`src/rtl/bcd_countdown_timer.sv`:
```
// mm:ss:cc BCD countdown timer advanced by a 10 ms tick; raises a one-cycle
// done pulse and a sticky expired flag on reaching 00:00:00.
module bcd_countdown_timer (
  input  logic       clk_i,
  input  logic       rst_i,
  input  logic       tick_i,
  input  logic       load_i,
  input  logic       start_i,
  input  logic       pause_i,
  input  logic [3:0] set_min1_i,
  input  logic [3:0] set_min0_i,
  input  logic [3:0] set_sec1_i,
  input  logic [3:0] set_sec0_i,
  output logic [3:0] min1_o,
  output logic [3:0] min0_o,
  output logic [3:0] sec1_o,
  output logic [3:0] sec0_o,
  output logic [3:0] cs1_o,
  output logic [3:0] cs0_o,
  output logic       running_o,
  output logic       done_o,
  output logic       expired_o
);

  typedef enum logic [1:0] {
    S_IDLE    = 2'd0,
    S_RUN     = 2'd1,
    S_PAUSED  = 2'd2,
    S_EXPIRED = 2'd3
  } state_e;

  state_e     state_q;
  logic [3:0] min1_q, min0_q, sec1_q, sec0_q, cs1_q, cs0_q;
  logic [3:0] min1_d, min0_d, sec1_d, sec0_d, cs1_d, cs0_d;
  logic       b_cs0, b_cs1, b_sec0, b_sec1, b_min0;
  logic       running_q, done_q, expired_q;
  logic       dec_zero, cur_nonzero;

  function automatic logic [3:0] clamp(input logic [3:0] v, input logic [3:0] lim);
    return (v > lim) ? lim : v;
  endfunction

  // Ripple-borrow decrement of the whole value by one centisecond.
  always_comb begin
    b_cs0  = (cs0_q == 4'd0);
    cs0_d  = b_cs0 ? 4'd9 : cs0_q - 4'd1;
    b_cs1  = b_cs0 && (cs1_q == 4'd0);
    cs1_d  = b_cs0 ? ((cs1_q == 4'd0) ? 4'd9 : cs1_q - 4'd1) : cs1_q;
    b_sec0 = b_cs1 && (sec0_q == 4'd0);
    sec0_d = b_cs1 ? ((sec0_q == 4'd0) ? 4'd9 : sec0_q - 4'd1) : sec0_q;
    b_sec1 = b_sec0 && (sec1_q == 4'd0);
    sec1_d = b_sec0 ? ((sec1_q == 4'd0) ? 4'd5 : sec1_q - 4'd1) : sec1_q;
    b_min0 = b_sec1 && (min0_q == 4'd0);
    min0_d = b_sec1 ? ((min0_q == 4'd0) ? 4'd9 : min0_q - 4'd1) : min0_q;
    min1_d = b_min0 ? ((min1_q == 4'd0) ? 4'd5 : min1_q - 4'd1) : min1_q;
  end

  assign dec_zero    = ({min1_d, min0_d, sec1_d, sec0_d, cs1_d, cs0_d} == 24'd0);
  assign cur_nonzero = ({min1_q, min0_q, sec1_q, sec0_q, cs1_q, cs0_q} != 24'd0);

  always_ff @(posedge clk_i) begin
    if (rst_i) begin
      state_q   <= S_IDLE;
      min1_q    <= 4'd0;
      min0_q    <= 4'd0;
      sec1_q    <= 4'd0;
      sec0_q    <= 4'd0;
      cs1_q     <= 4'd0;
      cs0_q     <= 4'd0;
      running_q <= 1'b0;
      done_q    <= 1'b0;
      expired_q <= 1'b0;
    end else begin
      done_q <= 1'b0;
      if (load_i) begin
        state_q   <= S_IDLE;
        min1_q    <= clamp(set_min1_i, 4'd5);
        min0_q    <= clamp(set_min0_i, 4'd9);
        sec1_q    <= clamp(set_sec1_i, 4'd5);
        sec0_q    <= clamp(set_sec0_i, 4'd9);
        cs1_q     <= 4'd0;
        cs0_q     <= 4'd0;
        running_q <= 1'b0;
        expired_q <= 1'b0;
      end else begin
        case (state_q)
          S_IDLE: begin
            if (!pause_i && start_i && cur_nonzero) begin
              state_q   <= S_RUN;
              running_q <= 1'b1;
            end
          end
          S_RUN: begin
            if (pause_i) begin
              state_q   <= S_PAUSED;
              running_q <= 1'b0;
            end else if (tick_i) begin
              min1_q <= min1_d;
              min0_q <= min0_d;
              sec1_q <= sec1_d;
              sec0_q <= sec0_d;
              cs1_q  <= cs1_d;
              cs0_q  <= cs0_d;
              if (dec_zero) begin
                state_q   <= S_EXPIRED;
                running_q <= 1'b0;
                done_q    <= 1'b1;
                expired_q <= 1'b1;
              end
            end
          end
          S_PAUSED: begin
            if (!pause_i && start_i) begin
              state_q   <= S_RUN;
              running_q <= 1'b1;
            end
          end
          default: ;
        endcase
      end
    end
  end

  assign min1_o    = min1_q;
  assign min0_o    = min0_q;
  assign sec1_o    = sec1_q;
  assign sec0_o    = sec0_q;
  assign cs1_o     = cs1_q;
  assign cs0_o     = cs0_q;
  assign running_o = running_q;
  assign done_o    = done_q;
  assign expired_o = expired_q;

endmodule
```
`config.mk`:
```
export PLATFORM = sky130hd
export DESIGN_NAME = bcd_countdown_timer
export DESIGN_NICKNAME = d
export VERILOG_FILES = /design/src/rtl/bcd_countdown_timer.sv
export SDC_FILE = /design/constraint.sdc
export NUM_CORES = 1
export LEC_CHECK = 0
export CAP_MARGIN = 10
export CORE_ASPECT_RATIO = 1.4
export CORE_UTILIZATION = 35
export DETAILED_ROUTE_END_ITERATION = 6
export HOLD_SLACK_MARGIN = 0.03
export SYNTH_ARGS = -nofsm -noshare
export SYNTH_HDL_FRONTEND = slang
export SYNTH_SLANG_ARGS = --single-unit
```
`constraint.sdc`:
```
create_clock -name clk_i -period 1.9 [get_ports clk_i]
set_input_delay 0.38 -clock clk_i [delete_from_list [all_inputs] [get_ports clk_i]]
set_output_delay 0.38 -clock clk_i [all_outputs]
set_load 0.02 [all_outputs]
```
==> impl_results.rst, run 1 <==
.. list-table::
   :header-rows: 1

   * - Metric
     - Value
   * - H-Tree Depth
     - 2
   * - Antenna diodes
     - 0
   * - Layout Area Growth over Synthesis
     - 64.3%
   * - Required time of the critical path
     - 2.09 ns
   * - Layout fillers
     - 453
   * - Number of buffers between clock root and the deepest sink
     - 2
   * - Routed via count
     - 1833
   * - Startpoint types
     - register
   * - Fraction of registers with async set or reset after synthesis
     - 0%
   * - Type of the worst min-delay path
     - register to register
   * - Floorplan Core Area
     - 4610 µm²
   * - Type of element capturing the critical path
     - register
   * - Clock tree skew after final layout
     - 0.00481 ns
   * - Final Hold Viols
     - 0
   * - Clock-pin slew on the worst setup and hold paths
     - 0.06 ns
   * - Crit Path Class
     - register to register
   * - Total routing usage reported by global routing
     - 20.2%
   * - Largest net degree at the start of global routing
     - 16
   * - Weighted congestion at the end of routability-driven global placement
     - 0.800
   * - Clock tree from TritonCTS
     - yes
   * - Critical path arrival
     - 2.07 ns
   * - Routed wire length per instance
     - 12.8 µm
   * - Result of the run
     - finished clean
   * - TritonCTS sink count
     - 29
   * - Antenna Nets Post-Route
     - 0
   * - Final standard cell area without fillers
     - 2800 µm²
   * - Boundary Pins
     - 49
   * - Row count
     - 29
   * - Post-layout nets
     - 325
   * - Achievable clock frequency
     - 532 MHz
   * - Post-detailed-route via-to-cell ratio
     - 5.05
   * - Number of synthesized register bits
     - 29
   * - Slew HR
     - 62.7%
   * - Clock tree root driver cell
     - sky130_fd_sc_hd__clkbuf_8
   * - Port-buffer cells
     - 48
   * - Count of pins over their slew limit
     - 0
   * - Power per standard cell area
     - 545 nW/µm²
   * - Period utilization
     - 98.9%
   * - First-pass detailed-route iteration total
     - 4
   * - Total congestion overflow
     - 0
   * - Final min period
     - 1.88 ns
   * - Slew at the pin with the worst max-slew slack
     - 0.545 ns
   * - Post-synth net total
     - 226
   * - Slowest library cell on the worst path
     - sky130_fd_sc_hd__or4_4
   * - Primary flip-flop cell chosen by synthesis mapping
     - sky130_fd_sc_hd__dfxtp_1
   * - Number of warnings issued by yosys
     - 0
   * - Post-Route WL
     - 4630 µm
   * - Number of synthesized flops with an enable pin
     - 0
   * - Number of instances in the synthesized netlist
     - 201
   * - Die extent in y
     - 84.6 µm
   * - Post-synthesis cell type count
     - 53
   * - Maximum fanout along the worst path
     - 5
   * - Initial antenna violation count
     - 0
   * - Sequence of cells on the critical path
     - or4_4, nor4_4, buf_4, nand4_1, xor2_1, a221oi_1
   * - Global-route wire length before repair
     - 7890 µm
   * - DIE AREA
     - 5160 µm²
   * - Part of the Yosys area used for sequential elements
     - 34.1%
   * - Placed wire-length estimate
     - 3670 µm
   * - IR Drop Worst-Case VDD
     - 0.341 mV
   * - Post-route core utilization
     - 60.8%
   * - Detailed Route Iter0 Violations
     - 51
   * - Cell area after technology mapping
     - 1700 µm²
   * - Delay of the slowest cell on the worst path
     - 0.56 ns
   * - Leakage power
     - 0.00111 µW
   * - Setup-violating endpoint count in the final report
     - 0
   * - Share of post-route cells with drive strength above 1
     - 28.2%
   * - Number of hold buffers added after CTS
     - 0
   * - Minimum hold slack
     - 0.461 ns
   * - Die extent in x
     - 61.0 µm
   * - Maximum Capacitance Violations
     - 0
   * - Number of global-route vias before repair
     - 1766
   * - Count of unresolved DRC violations after routing
     - 0
   * - Dpl cell area
     - 2600 µm²
   * - Unrepaired setup endpoints after global routing
     - true
   * - Starting density of the core
     - 37.0%
   * - Insertion delay to the later sink of the worst-skew pair
     - 0.28 ns
   * - Setup Total Neg Slack
     - 0 ns
   * - Synth Area per Inst
     - 8.48 µm²
   * - Worst setup timing slack at the placement stage
     - -0.339 ns
   * - Worst setup slack after layout
     - 0.0201 ns
   * - CTS buffer count
     - 5
## cell type report
cell class,count,area (µm²),share of cell area [%]
clock buffer,8,80.1,2.86
inverter,7,26.3,0.938
multi-input combinational,157,1150,40.9
sequential,29,593,21.2
tap,62,77.6,2.77
timing repair buffer,100,877,31.3
## repair_timing
| item | 4_1_cts | 5_1_grt |
|---|---|---|
| gates cloned | 0 | 0 |
| hold endpoints to repair | 0 | 0 |
| endpoints found under the setup margin | 7 | 15 |
| pin swaps | 1 | 9 |
| resized for setup | 2 | 13 |
| buffers inserted | 0 | 5 |
## cell usage after synthesis (all sizes together) (2+ instances only)
library cell	number	area share (%)
a211oi	2	1.2
a21oi	10	2.9
a221oi	2	1.0
a311oi	3	1.5
buf	3	0.81
clkbuf	5	1.1
dfxtp	29	34
ha	3	2.2
inv	7	1.5
mux2i	7	4.1
nand2	17	3.7
nand2b	2	0.73
nand3	5	2.2
nand3b	5	2.4
nand4	4	1.5
nor2	29	6.4
nor3	11	3.9
nor4	7	5.9
o21ai	9	2.6
o22a	3	1.5
o2bb2ai	2	1.0
o31a	2	1.0
o31ai	2	0.88
or2	3	1.1
or3	5	1.8
or4	2	1.1
xnor2	3	1.5
xor2	5	2.6
## cells by family (layout without fill, tap and decap cells)
logic type	count (synthesis)	after routing	share of synthesized area [%]
flops	29	29	34.1
mux	7	7	4.11
simple gates	93	93	32.6
compound gates	46	46	19.5
buf+inv	15	115	3.45
fa+ha+maj	3	3	2.20
xor+xnor	8	8	4.11
## layout by cell type, fill, tap and decap left out, types with 2 or more instances in the layout
master,n
sky130_fd_sc_hd__a21oi_1,10
sky130_fd_sc_hd__a311oi_1,3
sky130_fd_sc_hd__buf_4,51
sky130_fd_sc_hd__clkbuf_1,3
sky130_fd_sc_hd__clkbuf_8,5
sky130_fd_sc_hd__clkdlybuf4s50_1,47
sky130_fd_sc_hd__dfxtp_1,23
sky130_fd_sc_hd__dfxtp_2,4
sky130_fd_sc_hd__dfxtp_4,2
sky130_fd_sc_hd__ha_1,2
sky130_fd_sc_hd__inv_1,6
sky130_fd_sc_hd__mux2i_1,7
sky130_fd_sc_hd__nand2_1,16
sky130_fd_sc_hd__nand2b_1,2
sky130_fd_sc_hd__nand3_1,3
sky130_fd_sc_hd__nand3b_1,4
sky130_fd_sc_hd__nand4_1,4
sky130_fd_sc_hd__nor2_1,29
sky130_fd_sc_hd__nor3_1,9
sky130_fd_sc_hd__nor4_4,5
sky130_fd_sc_hd__o21ai_0,6
sky130_fd_sc_hd__o21ai_1,3
sky130_fd_sc_hd__o22a_1,3
sky130_fd_sc_hd__o2bb2ai_1,2
sky130_fd_sc_hd__o31a_1,2
sky130_fd_sc_hd__or2_1,2
sky130_fd_sc_hd__or3_1,4
sky130_fd_sc_hd__xnor2_1,3
sky130_fd_sc_hd__xor2_1,5
## path summary, 6_finish.rpt
path	from	to	slack, ns	cells after the start
max	cs0_o[2]	min0_o[0]	0.02	6
max reg2reg	cs0_o[2]	min0_o[0]	0.02	6
min reg2reg	expired_o	expired_o	0.46	1
min	expired_o	expired_o	0.46	1
## power breakdown
group	switching, µW	internal, µW
clock	228	260
sequential	19.6	628
combinational	188	203
## sequential cells by signal (all words and copies together) (netlist names)
register / count
cs0_o: 4
cs1_o: 4
min0_o: 4
min1_o: 4
sec0_o: 4
sec1_o: 4
state_q: 2
done_o: 1
expired_o: 1
running_o: 1
## stage by stage
step                      total power, µW  instances
after detailed placement             1030        350
after global routing                 1600        363
after CTS                            1530        358
final                                1530        363
after floorplan                       848        201
after global placement               1030        350
## layer usage
metal	vias up	global-route usage [%]	part of all wire, %	wire length [µm]
met2	34	34.5	52	2430
met3	5	4.16	2.8	131
met1	848	24.4	43	2000
met5	-	0	0	0
li1	946	-	-	-
met4	0	6.82	1.5	71
## critical path, delay by kind of cell, from the launching register on
kind                   cells  cell delay [ns]
XOR/XNOR                   1             0.16
buffers and inverters      1             0.18
AO/OA/AOI/OAI              1             0.26
flip-flops                 1             0.32
AND/OR/NAND/NOR            3             0.85
Power figures use the tool's default switching activity.
==> inputs of run 2 (changes only) <==
- CELL_PAD_IN_SITES_DETAIL_PLACEMENT: not set -> 0
- CELL_PAD_IN_SITES_GLOBAL_PLACEMENT: not set -> 1
- CORE_UTILIZATION: 35 -> 31
- PLACE_DENSITY_LB_ADDON: not set -> 0.1
==> run 2 against run 1 <==
  * The run now ends with negative setup slack left
  * Utilization shrank 6.5 points
  * Clock power rose by 2%
  * Total power is 1.7% higher
  * Critical path type unchanged
  * Critical endpoint is now min1_o[0]
  * Largest cell class unchanged
==> impl_results.rst, run 2 (synthesized netlist as in run 1, its figures left out) <==
.. list-table::
   :header-rows: 1

   * - Metric
     - Value
   * - Type of element capturing the critical path
     - register
   * - Final min period
     - 1.95 ns (+0.0675 ns)
   * - TritonCTS sink count
     - 29 (unchanged)
   * - Die extent in x
     - 64.7 µm (+6.0%)
   * - DIE AREA
     - 5800 µm² (+13%)
   * - Count of unresolved DRC violations after routing
     - 0 (unchanged)
   * - Cells on worst reg2reg path
     - 8 (+2)
   * - Weighted congestion at the end of routability-driven global placement
     - 0.797 (-0.41%)
   * - Leakage power
     - 0.00112 µW (+1.0%)
   * - Count of pins over their slew limit
     - 0 (unchanged)
   * - Slew HR
     - 52.2% (-11 points)
   * - Placed wire-length estimate
     - 3720 µm (+1.4%)
   * - Most common library cell in the layout ignoring fill and taps
     - sky130_fd_sc_hd__buf_4
   * - IR Drop Worst-Case VDD
     - 0.258 mV (-24%)
   * - Worst setup slack after layout
     - -0.0474 ns (-0.0675 ns)
   * - Unrepaired setup endpoints after global routing
     - true
   * - Violated checks
     - negative setup slack
   * - Final Hold Viols
     - 0 (unchanged)
   * - Routed wire length per instance
     - 13.3 µm (+4.2%)
   * - Reg2Reg Launch Point
     - cs1_o[3]
   * - Number of buffers between clock root and the deepest sink
     - 2 (unchanged)
   * - Setup-violating endpoint count in the final report
     - 4 (+4)
   * - Antenna Nets Post-Route
     - 0 (unchanged)
   * - Post-Route WL
     - 4890 µm (+5.6%)
   * - Multi-input gate area
     - 1170 µm² (+2.5%)
   * - Global-route wire length before repair
     - 8040 µm (+1.8%)
   * - Row count
     - 31 (+6.9%)
   * - Boundary Pins
     - 49 (unchanged)
   * - Commonest cells after routing, fill and taps aside
     - 51 x sky130_fd_sc_hd__buf_4, 48 x sky130_fd_sc_hd__clkdlybuf4s50_1, 26 x sky130_fd_sc_hd__nor2_1
   * - Reg area
     - 593 µm² (unchanged)
   * - Share of post-route cells with drive strength above 1
     - 31.5% (+3.2 points)
   * - Delay of the slowest cell on the worst path
     - 0.36 ns (-0.20 ns)
   * - Setup slack on the worst flop-to-flop path
     - -0.05 ns (-0.07 ns)
   * - Top cell family by delay on the critical path
     - simple AND/OR/NAND/NOR gates
   * - Initial antenna violation count
     - 0 (unchanged)
   * - Total congestion overflow
     - 0 (unchanged)
   * - Layout Area Growth over Synthesis
     - 66.8%
   * - Sequence of cells on the critical path
     - nor4_4, buf_4, nand3_4, or3_4, buf_6, nor3_4, xnor2_2, a211oi_2
   * - Starting density of the core
     - 32.5% (-4.4 points)
   * - Post-detailed-route via-to-cell ratio
     - 4.99 (-1.2%)
   * - Clock tree skew after final layout
     - 0.00396 ns (-0.000847 ns)
   * - WP buf/inv
     - 2 (+1)
   * - Antenna diodes
     - 0 (unchanged)
   * - Number of hold buffers added after CTS
     - 0 (unchanged)
   * - Largest net degree at the start of global routing
     - 16 (unchanged)
   * - Clock tree from TritonCTS
     - yes
   * - Port-buffer cells
     - 48 (unchanged)
   * - Total routing usage reported by global routing
     - 17.7% (-2.5 points)
   * - Routed via count
     - 1836 (+0.16%)
   * - Clock tree root driver cell
     - sky130_fd_sc_hd__clkbuf_8
   * - Layout fillers
     - 519 (+15%)
   * - Critical path arrival
     - 2.08 ns (about the same)
   * - # placed instances
     - 353 (+0.86%)
   * - Post-layout nets
     - 326 (+0.31%)
   * - Die extent in y
     - 89.7 µm (+6.1%)
   * - First-pass detailed-route iteration total
     - 4 (unchanged)
   * - Number of global-route vias before repair
     - 1705 (-3.5%)
   * - Power per standard cell area
     - 546 nW/µm² (+0.17%)
   * - Slew at the pin with the worst max-slew slack
     - 0.699 ns (+0.154 ns)
   * - Achievable clock frequency
     - 514 MHz (-3.5%)
   * - Minimum hold slack
     - 0.472 ns (+0.0103 ns)
   * - Maximum Capacitance Violations
     - 0 (unchanged)
   * - Result of the run
     - complete, but fails checks
   * - Startpoint types
     - register
   * - Maximum fanout along the worst path
     - 4 (-1)
   * - Clock-pin slew on the worst setup and hold paths
     - 0.06 ns (about the same)
   * - Required time of the critical path
     - 2.03 ns (-0.06 ns)
   * - Critical path destination
     - min1_o[0]
   * - Post-Layout Cell Count
     - 368 (+1.4%)
   * - Floorplan Core Area
     - 5240 µm² (+14%)
   * - Type of the worst min-delay path
     - register to register
   * - Slowest library cell on the worst path
     - sky130_fd_sc_hd__or3_4
   * - Launching instance or port of the critical path
     - cs1_o[3]
   * - CTS buffer count
     - 5 (unchanged)
   * - Period utilization
     - 102% (+3.6 points)
   * - Detailed Route Iter0 Violations
     - 78 (+53%)
   * - Crit Path Class
     - register to register
   * - Critical path depth in cells
     - 8 (+2)
   * - FF-to-FF End
     - min1_o[0]
   * - Insertion delay to the later sink of the worst-skew pair
     - 0.28 ns (about the same)
   * - H-Tree Depth
     - 2 (unchanged)
[run 2: power breakdown]
part           total (µW)  switching (µW)  internal, µW
Sequential            648            19.4           628
Combinational         407             192           215
Clock                 497             237           260
[run 2: stage by stage]
step / cell area (µm²) / power [µW] / setup TNS, ns / utilization [%] / worst slack (ns)
finish: 2840 / 1550 / -0.0711 / 54.3 / -0.0474
global route: 2840 / 1630 / -0.996 / 54.3 / -0.151
CTS: 2720 / 1540 / -0.131 / 51.9 / -0.0531
detailed placement: 2600 / 1030 / -5.16 / 49.6 / -0.348
global placement: 2600 / 1030 / -4.64 / 49.6 / -0.314
floorplan: 1730 / 848 / -0.317 / - / -0.156
[run 2: worst min path at each step]
stage                            to  startpoint  slack [ns]  cells past startpoint
after floorplan           sec1_o[2]       rst_i        0.46                      1
after global routing      expired_o   expired_o        0.50                      1
final                     expired_o   expired_o        0.47                      1
after CTS                 expired_o   expired_o        0.48                      1
after global placement    expired_o   expired_o        0.46                      1
after detailed placement  expired_o   expired_o        0.46                      1
[run 2: cell type report]
cell class	count	area share, %
Inverter	7	0.924
Clock buffer	8	2.82
Timing Repair Buffer	101	31.2
Sequential cell	29	20.9
Tap cell	66	2.90
Multi-Input combinational cell	157	41.3
[run 2: repair_timing]
action                                 4_1_cts  5_1_grt
resized for setup                            5       18
endpoints found under the hold margin        0        0
setup buffers                                2        5
setup endpoints to repair                    9       17
pin swaps                                    4       13
[run 2: routing by layer]
metal,track usage (%),vias to the layer above,part of all wire (%)
met3,4.06,5,3.1
li1,-,943,-
met4,6.30,0,1.0
met2,28.9,40,50
met1,22.3,848,46
met5,0,-,0
==> inputs of run 3 (changes only) <==
- CELL_PAD_IN_SITES_DETAIL_PLACEMENT: 0 -> not set
- CELL_PAD_IN_SITES_GLOBAL_PLACEMENT: 1 -> not set
- CORE_UTILIZATION: 31 -> 35
- DONT_BUFFER_PORTS: not set -> 1
- PLACE_DENSITY: not set -> 0.54
- PLACE_DENSITY_LB_ADDON: 0.1 -> not set
==> run 3 against run 2 <==
  * Critical endpoint is now sec1_o[2]
  * Sequential power grew 1%
  * The flow still finishes with violations (negative setup slack)
  * Global-route usage grew 1.9 points
  * Largest power group unchanged
  * Cell count shrank 15%
  * Total power shrank 5.8%
==> impl_results.rst, run 3 (synthesized netlist as in run 1, its figures left out) <==
.. list-table::
   :header-rows: 1

   * - Metric
     - Value
   * - Result of the run
     - complete, but fails checks
   * - Violated checks
     - negative setup slack
   * - Net Sw Power
     - 416 µW (-7.3%)
   * - Final Hold Viols
     - 0 (unchanged)
   * - Achievable clock frequency
     - 523 MHz (+1.8%)
   * - Part of the power in the clock network
     - 35.6% (+3.6 points)
   * - Minimum hold slack
     - 0.158 ns (-0.314 ns)
   * - Required time of the critical path
     - 2.09 ns (+0.06 ns)
   * - Maximum Capacitance Violations
     - 0 (unchanged)
   * - Critical path arrival
     - 2.10 ns (+0.02 ns)
   * - Startpoint types
     - register
   * - Total routing usage reported by global routing
     - 19.6% (+1.9 points)
   * - Starting density of the core
     - 37.0% (+4.4 points)
   * - Worst setup slack after layout
     - -0.0126 ns (+0.0347 ns)
   * - # placed instances
     - 300 (-15%)
   * - Overall power of the completed layout
     - 1460 µW (-5.8%)
   * - Detailed Route Iter0 Violations
     - 30 (-62%)
   * - Total congestion overflow
     - 0 (unchanged)
   * - Unrepaired setup endpoints after global routing
     - true
   * - Type of element capturing the critical path
     - register
   * - Clock-pin slew on the worst setup and hold paths
     - 0.06 ns (about the same)
   * - Sequence of cells on the critical path
     - or4_4, nor4_4, nand4b_2, or3_1, a311oi_2
   * - Final standard cell area without fillers
     - 2330 µm² (-18%)
   * - DIE AREA
     - 5160 µm² (-11%)
   * - Routed via count
     - 1694 (-7.7%)
   * - Port-buffer cells
     - 0 (-100%)
   * - Routed wire length per instance
     - 15.1 µm (+14%)
   * - Initial antenna violation count
     - 0 (unchanged)
   * - Post-Route WL
     - 4710 µm (-3.6%)
   * - Number of buffers between clock root and the deepest sink
     - 2 (unchanged)
   * - Most common library cell in the layout ignoring fill and taps
     - sky130_fd_sc_hd__buf_4
   * - Crit Path Class
     - register to register
   * - CTS buffer count
     - 5 (unchanged)
   * - Slowest library cell on the worst path
     - sky130_fd_sc_hd__or4_4
   * - Logic pwr share
     - 19.6% (-6.6 points)
   * - Die extent in x
     - 61.0 µm (-5.7%)
   * - First-pass detailed-route iteration total
     - 4 (unchanged)
   * - Leakage power
     - 0.000930 µW (-17%)
   * - P_int
     - 1050 µW (-5.2%)
   * - Post-detailed-route via-to-cell ratio
     - 5.43 (+8.8%)
   * - Post-layout nets
     - 275 (-16%)
   * - IR Drop Worst-Case VDD
     - 0.447 mV (+73%)
   * - Layout Area Growth over Synthesis
     - 36.7%
   * - Boundary Pins
     - 49 (unchanged)
   * - Clock tree skew after final layout
     - 0.00235 ns (-0.00161 ns)
   * - Row count
     - 29 (-6.5%)
   * - Maximum fanout along the worst path
     - 3 (-1)
   * - Commonest cells after routing, fill and taps aside
     - 47 x sky130_fd_sc_hd__buf_4, 27 x sky130_fd_sc_hd__nor2_1, 23 x sky130_fd_sc_hd__dfxtp_1
   * - TritonCTS sink count
     - 29 (unchanged)
   * - Type of the worst min-delay path
     - input pin to register
   * - Slew at the pin with the worst max-slew slack
     - 0.581 ns (-0.118 ns)
   * - Weighted congestion at the end of routability-driven global placement
     - 0.767 (-3.8%)
   * - Slew HR
     - 61.3% (+9.1 points)
   * - Largest net degree at the start of global routing
     - 19 (+3)
   * - Delay of the slowest cell on the worst path
     - 0.53 ns (+0.17 ns)
   * - Final min period
     - 1.91 ns (-0.0347 ns)
   * - Number of global-route vias before repair
     - 1673 (-1.9%)
   * - Floorplan Core Area
     - 4610 µm² (-12%)
   * - Setup-violating endpoint count in the final report
     - 1 (-3)
   * - Clock tree from TritonCTS
     - yes
   * - Die extent in y
     - 84.6 µm (-5.8%)
   * - Clock tree root driver cell
     - sky130_fd_sc_hd__clkbuf_8
   * - Switching part of the total
     - 28.5% (-0.46 points)
   * - Fraction of power consumed by sequential logic
     - 44.9% (+3.2 points)
   * - Antenna Nets Post-Route
     - 0 (unchanged)
   * - Global-route wire length before repair
     - 7690 µm (-4.4%)
   * - Share of post-route cells with drive strength above 1
     - 34.8% (+3.3 points)
   * - Antenna diodes
     - 0 (unchanged)
   * - Period utilization
     - 101% (-1.8 points)
   * - Power per standard cell area
     - 627 nW/µm² (+15%)
   * - Setup Total Neg Slack
     - -0.0126 ns (+0.0585 ns)
   * - Dpl cell area
     - 2110 µm² (-19%)
   * - Post-Layout Cell Count
     - 312 (-15%)
   * - Placed wire-length estimate
     - 3560 µm (-4.4%)
   * - Count of unresolved DRC violations after routing
     - 0 (unchanged)
   * - Setup slack on the worst flop-to-flop path
     - -0.01 ns (+0.03 ns)
   * - Layout fillers
     - 462 (-11%)
   * - H-Tree Depth
     - 2 (unchanged)
   * - Count of pins over their slew limit
     - 0 (unchanged)
   * - Insertion delay to the later sink of the worst-skew pair
     - 0.28 ns (about the same)
[run 3: routing by layer]
| layer | global-route usage [%] | share of wire, % |
|---|---|---|
| met1 | 22.2 | 42 |
| met2 | 33.7 | 51 |
| met3 | 5.55 | 4.9 |
| met4 | 7.44 | 2.0 |
| met5 | 0 | 0 |
[run 3: final timing paths]
kind	from	end	cells after the start
worst max-delay path	cs1_o[0]	sec1_o[2]	5
worst min-delay path	rst_i	min1_o[0]	1
worst min register to register	cs0_o[3]	cs0_o[2]	2
worst max register to register	cs1_o[0]	sec1_o[2]	5
[run 3: layout make-up]
type,instances,area (µm²),share of cell area [%]
inverters,7,26.3,1.13
clock buffers,7,86.3,3.71
well taps,62,77.6,3.33
repair buffers,50,387,16.6
flip-flops and latches,29,593,25.5
multi-input cells,157,1160,49.8
[run 3: power by group through the flow]
stage | combinational, µW | clock [µW] | sequential (µW)
after global placement | 259 | 0 | 668
after global routing | 311 | 567 | 658
final | 286 | 520 | 656
after detailed placement | 263 | 0 | 670
after CTS | 270 | 535 | 655
after floorplan | 157 | 0 | 691
[run 3: per-stage QoR]
step | utilization [%] | worst slack (ns)
after floorplan | - | -0.156
after global placement | 45.7 | -0.0401
after detailed placement | 45.7 | -0.135
after CTS | 48.7 | -0.00891
after global routing | 50.6 | -0.103
final | 50.6 | -0.0126
[run 3: worst max-delay path: cells and delay by family, from the launching register on]
family / cells / cell delay [ns]
flops: 1 / 0.36
compound gates: 1 / 0.27
simple gates: 4 / 1.20
[run 3: timing repair]
item	in CTS	in global routing
buffers inserted	3	2
setup endpoints to repair	9	11
pin swaps	2	12
endpoints found under the hold margin	0	0
hold buffers	0	0
resized for setup	6	13
